--- config.mk ---
export PLATFORM = sky130hd
export DESIGN_NAME = parallel_to_serial_tx
export DESIGN_NICKNAME = d
export VERILOG_FILES = /design/src/rtl/parallel_to_serial_tx.sv
export SDC_FILE = /design/constraint.sdc
export NUM_CORES = 1
export LEC_CHECK = 0
export CORE_AREA = 2 2 39 41
export CTS_CLUSTER_DIAMETER = 80
export DETAILED_ROUTE_END_ITERATION = 16
export DIE_AREA = 0 0 41 43
export GPL_TIMING_DRIVEN = 0
export MAX_ROUTING_LAYER = met4
export PLACE_DENSITY = 0.63
export SLEW_MARGIN = 20
export SYNTH_ARGS = -nofsm -noshare
export SYNTH_HDL_FRONTEND = slang
export SYNTH_SLANG_ARGS = --single-unit
--- constraint.sdc ---
create_clock -name clk -period 2 [get_ports clk]
set_clock_uncertainty 0.1 [all_clocks]
set_input_delay 0.4 -clock clk [delete_from_list [all_inputs] [get_ports clk]]
set_output_delay 0.4 -clock clk [all_outputs]
set_load 0.02 [all_outputs]
--- src/rtl/parallel_to_serial_tx.sv ---
// -----------------------------------------------------------------------------
// parallel_to_serial_tx
//
// Purpose:
//   Takes a registered parallel word from the upstream register stage and
//   shifts it out LSB first. It advances one bit on each clock where shift_en
//   is high, so a slower serial link can pace the frame with a baud tick.
//   A valid/ready handshake loads the word. The block accepts a word only
//   while it is idle.
//
// Optional build macro:
//   PTS_PARITY_EN - when defined, the block adds one even-parity bit (the
//                   XOR of the loaded word) after bit W-1. The port list is
//                   the same in both builds.
//
// Parameters:
//   W            parallel word width in bits (>= 2)
//
// Ports:
//   clk          system clock; all state changes on the rising edge
//   rst_n        synchronous active-low reset
//   data_in      parallel word from the upstream register stage
//   load_valid   upstream offers data_in this cycle
//   load_ready   block can accept a word (high only when idle)
//   shift_en     advance-one-bit enable
//   serial_out   current serial bit; 0 when serial_valid is low
//   serial_valid serial_out carries a frame bit
//   frame_start  high while bit 0 of the frame is presented
//   done         one-cycle pulse after the last bit of a frame
//
// All outputs are decoded from registered state only. There is no
// combinational path from any input to any output.
// -----------------------------------------------------------------------------
module parallel_to_serial_tx #(
   parameter int W = 4
) (
   input  logic         clk,
   input  logic         rst_n,
   input  logic [W-1:0] data_in,
   input  logic         load_valid,
   output logic         load_ready,
   input  logic         shift_en,
   output logic         serial_out,
   output logic         serial_valid,
   output logic         frame_start,
   output logic         done
);

   // Bit counter width: clog2(W), never narrower than one bit.
   localparam int CW = ($clog2(W) < 1) ? 1 : $clog2(W);
   localparam logic [CW-1:0] LAST_BIT = CW'(W - 1);

`ifdef PTS_PARITY_EN
   typedef enum logic [1:0] {
      S_IDLE   = 2'd0,
      S_SHIFT  = 2'd1,
      S_DONE   = 2'd2,
      S_PARITY = 2'd3
   } state_t;
`else
   typedef enum logic [1:0] {
      S_IDLE   = 2'd0,
      S_SHIFT  = 2'd1,
      S_DONE   = 2'd2
   } state_t;
`endif

   state_t          state_q;
   logic [W-1:0]    shift_q;
   logic [CW-1:0]   cnt_q;
`ifdef PTS_PARITY_EN
   logic            parity_q;
`endif

   // -------------------------------------------------------------------------
   // Frame sequencer
   // -------------------------------------------------------------------------
   always_ff @(posedge clk) begin
      if (!rst_n) begin
         state_q  <= S_IDLE;
         shift_q  <= '0;
         cnt_q    <= '0;
`ifdef PTS_PARITY_EN
         parity_q <= 1'b0;
`endif
      end else begin
         case (state_q)
            S_IDLE: begin
               if (load_valid) begin
                  shift_q  <= data_in;
                  cnt_q    <= '0;
`ifdef PTS_PARITY_EN
                  parity_q <= ^data_in;
`endif
                  state_q  <= S_SHIFT;
               end
            end

            S_SHIFT: begin
               if (shift_en) begin
                  // The last data bit leaves the register unshifted. Only
                  // the state changes, which keeps the final step cheap.
                  if (cnt_q == LAST_BIT) begin
`ifdef PTS_PARITY_EN
                     state_q <= S_PARITY;
`else
                     state_q <= S_DONE;
`endif
                  end else begin
                     shift_q <= shift_q >> 1;
                     cnt_q   <= cnt_q + 1'b1;
                  end
               end
            end

`ifdef PTS_PARITY_EN
            S_PARITY: begin
               if (shift_en) begin
                  state_q <= S_DONE;
               end
            end
`endif

            S_DONE: begin
               state_q <= S_IDLE;
            end

            default: begin
               state_q <= S_IDLE;
            end
         endcase
      end
   end

   // -------------------------------------------------------------------------
   // Output decode (registered state only)
   // -------------------------------------------------------------------------
   logic in_shift;
   logic in_parity;

   assign in_shift = (state_q == S_SHIFT);
`ifdef PTS_PARITY_EN
   assign in_parity = (state_q == S_PARITY);
`else
   assign in_parity = 1'b0;
`endif

   assign load_ready   = (state_q == S_IDLE);
   assign done         = (state_q == S_DONE);
   assign serial_valid = in_shift | in_parity;
   assign frame_start  = in_shift & (cnt_q == '0);

`ifdef PTS_PARITY_EN
   assign serial_out = in_shift  ? shift_q[0] :
                       in_parity ? parity_q   : 1'b0;
`else
   assign serial_out = in_shift ? shift_q[0] : 1'b0;
`endif

endmodule
==> results.json <==
{
  "pin_count": 13,
  "worst_slew_pin_slew_ns": 0.425,
  "drc": 0,
  "hpwlAfterDp_um": 660,
  "grt-ovfl-total": 0,
  "via_per_inst": 5.09,
  "cts_tree": "done",
  "grt_pass1_vias": 353,
  "numCtsBuffers": 3,
  "ys_ff_latch": 8,
  "fin_nets": 72,
  "synth_area_um2": 444,
  "die_area_mm2": 0.00176,
  "finalCritPeriodShare_pct": 92.8,
  "relSlewSlack_pct": 71.6,
  "hp-class": "flip-flop to flip-flop",
  "crit_type": "flip-flop to output port",
  "setup_tns_ns": 0,
  "layout-drive-gt1-share_pct": 13.3,
  "grt_pass1_wl_um": 1500,
  "drv_slew": 0,
  "hold_violations": 0,
  "critPathLaunchType": "flip-flop",
  "route.vias.total": 387,
  "fill_cells": 152,
  "yosysWarnings": 0,
  "outcome": "finished, final reports clean",
  "cp_slowest_stage_delay_ns": 0.33,
  "drtAntennaViolNets": 0,
  "synth_cell_types": 21,
  "antenna_found_initial": 0,
  "period_minus_slack_ns": 1.86,
  "seq_area_frac_synth_pct": 36.1,
  "dp.cells": 73,
  "wl_per_cell_um": 12.1,
  "grt_usage_pct": 14.0,
  "clock-sinks": 8,
  "setup_ws_ns": 0.143,
  "peakVddDrop_uv": 277,
  "path_cells": "buf_6 > nor2b_4 > and2_1 > dlygate4sd2_1",
  "grt_max_degree": 11,
  "cts_hold_buf": 0,
  "worstSetupEndpointType": "output port",
  "power_density_mw_per_mm2": 641,
  "cp.arrival_ns": 1.36,
  "core_area_mm2": 0.00138,
  "routed_wl_um": 921,
  "cp_num_buf_inv": 2,
  "drt_iter0_markers": 6,
  "clkTransAtPathRegs_ns": 0.05,
  "syn_nets": 55,
  "start_util_pct": 32.1,
  "insertion_delay_ns": 0.25,
  "cap_violations": 0,
  "firstDrtPassIters": 4,
  "fin_cells": 76,
  "place.gp.congestion": 0.632,
  "cp_top_family": "buffers and inverters",
  "cp.required_ns": 1.50,
  "clockBufferDepth": 2,
  "port_buffers": 12,
  "syn_area_per_cell_um2": 9.87,
  "total_power_mw": 0.392,
  "num_rows": 14,
  "p_leak_nw": 0.289,
  "fp.dieH_um": 43,
  "pre_cts_ws_ns": -0.0192,
  "syn_inst": 45,
  "fmaxAchievable_ghz": 0.539,
  "crit_fanout": 9,
  "antenna_cells": 0,
  "htree_levels": 1,
  "syn_to_final_growth_pct": 37.7,
  "rsz0062_at_grt": "false",
  "setup_viol": 0,
  "die_w_um": 41,
  "root_buffer": "clkbuf_4",
  "slowest_stage": "dlygate4sd2_1"
}
-- cell type report --
cell class	instances	area (um^2)	area share, %
multi-input cells	32	265	43.4
flip-flops and latches	8	160	26.2
repair buffers	12	118	19.2
clock buffers	3	22.5	3.68
well taps	16	20.0	3.27
plain buffers	2	15.0	2.45
inverters	3	11.3	1.84
-- power by group --
group / internal (mW) / switching [mW] / leakage (nW) / total (mW)
Sequential: 0.171 / 0.00543 / 0.0657 / 0.176
Combinational: 0.0514 / 0.0421 / 0.210 / 0.0935
Clock: 0.0686 / 0.0538 / 0.0138 / 0.122
Total: 0.291 / 0.101 / 0.289 / 0.392
-- worst min-delay path, cell delays in order, from the launching register on --
cell and delay, ns:
dfxtp_1 0.31, nand2_1 0.05, o21ai_0 0.06
-- cells in the final DEF (no fill, tap or decap) --
master,instances
mux2i_1,3
o21ai_0,3
and4_1,1
and2_1,2
clkdlybuf4s50_1,7
nor2b_4,1
clkbuf_4,3
a21o_4,1
nand2_1,3
nand3_1,2
clkbuf_1,1
nand4_1,1
and3b_2,1
nor2_1,2
o211ai_1,3
buf_6,1
o21a_1,1
dfxtp_1,8
ha_1,2
dlymetal6s2s_1,1
inv_1,3
nor4bb_4,1
and2b_1,2
o211a_1,3
dlygate4sd2_1,4
-- kinds of logic after synthesis --
| kind of cell | Yosys count | synth area share, % |
|---|---|---|
| AO/OA/AOI/OAI | 11 | 20.3 |
| flip-flops | 8 | 36.1 |
| buffers and inverters | 5 | 5.91 |
| multiplexers | 3 | 6.76 |
| adder cells (fa/ha/maj) | 2 | 5.63 |
| AND/OR/NAND/NOR | 16 | 25.4 |
-- flip-flops by register name (all words and copies together), names as in the netlist --
register and flops:
shift_q 4, cnt_q 2, state_q 2
-- stage by stage --
step / cell area [um^2] / utilization (%) / hold slack (ns)
floorplan: 444 / - / 0.336
global placement: 584 / 42.2 / 0.358
detailed placement: 584 / 42.2 / 0.361
CTS: 604 / 43.7 / 0.370
global route: 612 / 44.2 / 0.388
finish: 612 / 44.2 / 0.364
-- cells in the mapped netlist --
library cell | number | area (um^2)
and4_1 | 1 | 8.76
mux2i_1 | 3 | 30.0
o211a_1 | 3 | 30.0
and2b_1 | 2 | 15.0
ha_1 | 2 | 25.0
o211ai_1 | 3 | 22.5
nand3_1 | 2 | 10.0
dfxtp_1 | 8 | 160
nor2b_1 | 1 | 6.26
nand4_1 | 1 | 6.26
a21o_4 | 1 | 15.0
nand2_1 | 3 | 11.3
o21ai_0 | 3 | 15.0
clkbuf_1 | 1 | 3.75
nor2_1 | 2 | 7.51
nor4bb_4 | 1 | 25.0
o21a_1 | 1 | 7.51
inv_1 | 3 | 11.3
and3b_2 | 1 | 10.0
buf_6 | 1 | 11.3
and2_1 | 2 | 12.5
-- final timing paths --
check	slack (ns)	startpoint	end	cells after the start
worst max-delay path	0.14	state_q[0]$_SDFFE_PN0P_	serial_out	4
worst min-delay path	0.36	shift_q[3]$_SDFFE_PN0P_	shift_q[3]$_SDFFE_PN0P_	2
worst max register to register	0.62	cnt_q[0]$_SDFFE_PN0P_	cnt_q[0]$_SDFFE_PN0P_	4
worst min register to register	0.36	shift_q[3]$_SDFFE_PN0P_	shift_q[3]$_SDFFE_PN0P_	2
-- routing by layer --
metal / routed length [um] / vias up / part of all wire, % / track usage [%]
li1: - / 194 / - / -
met1: 427 / 173 / 46 / 17.0
met2: 412 / 18 / 45 / 17.5
met3: 59 / 2 / 6.4 / 6.28
met4: 22 / 0 / 2.4 / 10.0
met5: 0 / - / 0 / -
-- repair_timing --
item	CTS	global route
endpoints found under the setup margin	4	3
pin swaps	0	0
setup buffers	0	0
gates resized for setup	5	2
Note: power is estimated with default switching activity, not from simulation.
==> variant 1 (same settings) <==
Encoding of `state_t`: now one-hot (3 bits for 3 states).
--- a/src/rtl/parallel_to_serial_tx.sv
+++ b/src/rtl/parallel_to_serial_tx.sv
@@ -60,6 +60,6 @@
 `else
-   typedef enum logic [1:0] {
-      S_IDLE   = 2'd0,
-      S_SHIFT  = 2'd1,
-      S_DONE   = 2'd2
+   typedef enum logic [2:0] {
+      S_IDLE   = 3'b001,
+      S_SHIFT  = 3'b010,
+      S_DONE   = 3'b100
    } state_t;
Formal check against the unedited RTL: same outputs for any inputs over 10 cycles, from zero or initial values and one cycle with rst_n low; not proved beyond that.
==> variant 1 against the original RTL <==
Setup slack lost 0.0072 ns; synthesized cell count grew 11%; die area did not move; synthesized area rose by 7.0%; routed wire length is 6.3% higher; sequential cell count up 1; critical path depth fell by 1; cell area rose by 3.1%; power increased by 3.8%; register-to-register slack got worse by 0.27 ns; largest cell class unchanged; largest power group unchanged; highest routed layer unchanged.
==> variant 1: results (changes against the original RTL) <==
biggestRegsByFlops: "shift_q: 4 flops, state_q: 3 flops, cnt_q: 2 flops"
synth.distinct_cells: 20  # -4.8%
synth_common_cells: "9 x dfxtp_1, 6 x a211oi_1, 4 x mux2i_1, 4 x nand2_1"
whs_endpoint: "shift_q[3]"
ff2ff_setup_slack_ns: 0.35  # -0.27 ns
dp.cells: 78  # +6.8%
whs_ns: 0.369  # +0.00433 ns
num-fill-cells: 153  # +0.66%
drtIter0Drc: 14  # +8
nNetsFinal: 77  # +6.9%
rr_endpoint: "shift_q[3]"
num_vias: 431  # +11%
grt_pass1_vias: 332  # -5.9%
peakVddDrop_mv: 0.366  # +32%
synthCells: 50  # +11%
dpl.hpwl_um: 664  # +0.61%
synth_seq_area_share_pct: 37.9  # +1.8 points
relSlewSlack_pct: 64.7  # -6.9 points
placed_cell_area_sq_um: 616  # +5.4%
drive_above_1_share_pct: 13.6  # +0.30 points
gp_congestion: 0.713  # +13%
status: "completed"
avgRoutedWirePerCell_um: 11.9  # -1.5%
globalRouteTotalUtil_pct: 13.9  # -0.11 points
swShare_pct: 26.5  # +0.69 points
wl_um: 979  # +6.3%
slowest_delay_ns: 0.38  # +0.05 ns
synthTopCellsByArea: "dfxtp_1 38%, a211oi_1 9.5%, mux2i_1 8.4%, ha_1 5.3%, nor3b_1 4.7%"
slowest_stage: "dfxtp_1"
[variant 1: per-layer routing]
layer	wire (um)	vias to the layer above	GRT usage, %
li1	-	223	-
met1	521	194	20.4
met2	374	10	15.0
met3	49	4	3.14
met4	34	0	12.0
met5	0	-	-
[variant 1: power groups by stage]
stage	Clock (mW)	Combinational, mW	Sequential [mW]
final	0.140	0.0678	0.199
after global routing	0.160	0.0733	0.200
after CTS	0.144	0.0681	0.199
after detailed placement	0	0.0704	0.203
after global placement	0	0.0698	0.203
after floorplan	0	0.0396	0.201
[variant 1: layout make-up]
| type | count | area (sq um) | share of cell area [%] |
|---|---|---|---|
| tap | 16 | 20.0 | 3.17 |
| buffer | 1 | 11.3 | 1.79 |
| inverter | 3 | 11.3 | 1.79 |
| clock buffer | 3 | 22.5 | 3.57 |
| timing repair buffer | 12 | 106 | 16.9 |
| multi-input combinational | 37 | 273 | 43.3 |
| clock inverter | 1 | 5.00 | 0.794 |
| sequential | 9 | 181 | 28.8 |
[variant 1: metrics by stage]
step | setup slack [ns] | util, %
finish | 0.136 | 45.6
global route | 0.0674 | 45.6
CTS | 0.00350 | 46.2
detailed placement | -0.000536 | 44.5
global placement | 0.00701 | 44.5
floorplan | 0.535 | -
[variant 1: tightest hold or removal path: stages, from the launching register on]
cell	delay, ns
dfxtp_1	0.31
nand2_1	0.05
o21ai_0	0.06
[variant 1: worst max-delay path by stage]
stage                    start            to  slack (ns)  cells after the start
finish              state_q[0]  serial_valid        0.14                      3
global route        state_q[0]  serial_valid        0.07                      3
CTS                 state_q[1]   frame_start       0.003                      4
detailed placement  state_q[1]   frame_start     -0.0005                      4
global placement    state_q[1]   frame_start       0.007                      4
floorplan           state_q[1]   frame_start        0.53                      3
[variant 1: timing repair]
action	4_1_cts	5_1_grt
setup endpoints to repair	5	2
buffers inserted	0	0
resized for setup	7	3
[variant 1: logic make-up (layout without fill, tap and decap cells)]
| group | after synthesis | after routing | synth area share [%] |
|---|---|---|---|
| compound gates | 11 | 11 | 15.5 |
| simple gates | 20 | 20 | 28.2 |
| mux | 4 | 4 | 8.42 |
| fa+ha+maj | 2 | 2 | 5.26 |
| flops | 9 | 9 | 37.9 |
| buf+inv | 4 | 20 | 4.74 |
==> variant 2 (same flow settings) <==
Without the edit above. Add a define of `PTS_PARITY_EN`.
--- a/src/rtl/parallel_to_serial_tx.sv
+++ b/src/rtl/parallel_to_serial_tx.sv
@@ -33,2 +33,4 @@
 // -----------------------------------------------------------------------------
+`define PTS_PARITY_EN
+
 module parallel_to_serial_tx #(
Behaviour: not the same (Yosys sat finds a counterexample within 10 cycles, from zero or initial values and one cycle with rst_n low).
==> variant 2 against the original RTL <==
Power grew 10%; routed wire length is 6.6% higher; first-iteration DRC count increased by 33%; synthesized area increased by 14%; cell area rose by 9.8%; synthesized cell count up 33%; setup slack worse by 0.0051 ns; sequential cell count rose by 1; critical path depth stayed put; global-route usage increased by 0.62 points; register-to-register slack got worse by 0.10 ns; critical path type unchanged; critical endpoint unchanged; highest routed layer unchanged.
==> variant 2: results (changes against the original RTL) <==
status: "completed"
gp_congestion: 0.681  # +7.8%
power.internal_mw: 0.315  # +8.4%
globalRouteTotalUtil_pct: 14.6  # +0.62 points
wl_um: 982  # +6.6%
synth.avg_cell_area_sq_um: 8.45  # -14%
grt_pass1_wl_mm: 1.66  # +11%
synth.distinct_cells: 24  # +14%
num-fill-cells: 145  # -4.6%
grt_max_degree: 11  # unchanged
multi_input_area_sq_um: 294  # +11%
diodes: 0  # unchanged
drive_above_1_share_pct: 9.21  # -4.1 points
peakVddDrop_mv: 0.337  # +22%
p_leak_nw: 0.290  # +0.28%
syn-num-nets: 70  # +27%
port_buffers: 12  # unchanged
cp_max_fo: 10  # +1
pre_cts_ws_ns: 0.182  # +0.201 ns
grt_pass1_vias: 424  # +20%
nNetsFinal: 87  # +21%
num_vias: 435  # +12%
synth_seq_area_share_pct: 35.6  # -0.50 points
tightest_slew_ns: 0.257  # -0.168 ns
synth_common_cells: "11 x nand2_1, 9 x dfxtp_1, 5 x nor2_1, 4 x mux2i_1"
placed_cell_area_sq_um: 647  # +11%
synthTopCellsByArea: "dfxtp_1 36%, nand2_1 8.1%, mux2i_1 7.9%, mux2_1 6.7%, xnor2_1 5.2%"
slowest_delay_ns: 0.32
avgRoutedWirePerCell_um: 10.7  # -12%
drtIter0Drc: 8  # +2
slowest_stage: "dfxtp_1"
dpl.hpwl_um: 755  # +14%
dp.cells: 88  # +21%
[variant 2: cell count changes after synthesis, sizes merged, moves of 2 or more]
cell and change:
buf +2, a21oi +3, and2b -2, nor2 +3, o211ai -3, o211a -3, mux2 +3, nand2 +8
xnor2 +3
[variant 2: power groups by stage]
stage               Clock, mW  Sequential (mW)  Combinational (mW)
finish                  0.144            0.197              0.0919
global route            0.154            0.198               0.103
CTS                     0.151            0.197              0.0930
detailed placement          0            0.201              0.0946
global placement            0            0.201              0.0937
floorplan                   0            0.199              0.0585
[variant 2: path summary, 6_finish.rpt]
kind,depth (start not counted),end,slack (ns),startpoint
worst max register to register,4,cnt_q[0],0.52,cnt_q[0]
worst min-delay path,2,shift_q[2],0.36,shift_q[2]
worst max-delay path,4,serial_out,0.14,state_q[1]
worst min register to register,2,shift_q[2],0.36,shift_q[2]
[variant 2: kinds of logic (layout without fill, tap and decap cells)]
logic type | Yosys count | after routing | share of synthesized area [%]
AOI/OAI and AO/OA | 9 | 9 | 11.1
DFF | 9 | 9 | 35.6
adders and majority gates | 2 | 2 | 4.94
and+or+nand+nor | 23 | 23 | 22.2
muxes | 7 | 7 | 14.6
xor gates and xnor gates | 3 | 3 | 5.19
buffers and inverters | 7 | 23 | 6.42
[variant 2: final cells by class]
| cell class | instances | area share, % |
|---|---|---|
| plain buffers | 4 | 3.17 |
| clock buffers | 4 | 3.91 |
| inverters | 3 | 1.68 |
| multi-input cells | 44 | 43.8 |
| flip-flops and latches | 9 | 26.8 |
| well taps | 16 | 2.98 |
| repair buffers | 12 | 17.7 |
[variant 2: worst max-delay path: cells and delay by family, from the launching register on]
kind,cells,cell delay (ns)
AND/OR/NAND/NOR,1,0.05
flip-flops,1,0.32
multiplexers,1,0.21
buffers and inverters,2,0.53
[variant 2: repair_timing]
item                       in CTS  in global routing
gates cloned                    0                  0
setup endpoints to repair       3                  1
pin swaps                       0                  0
resized for setup               3                  1
[variant 2: per-layer routing]
layer  vias to the layer above  global-route usage, %  wire length, um
met4                         0                   12.0               17
met5                         -                      -                0
met3                         2                   3.14               45
li1                        233                      -                -
met1                       190                   15.8              451
met2                        10                   21.6              468
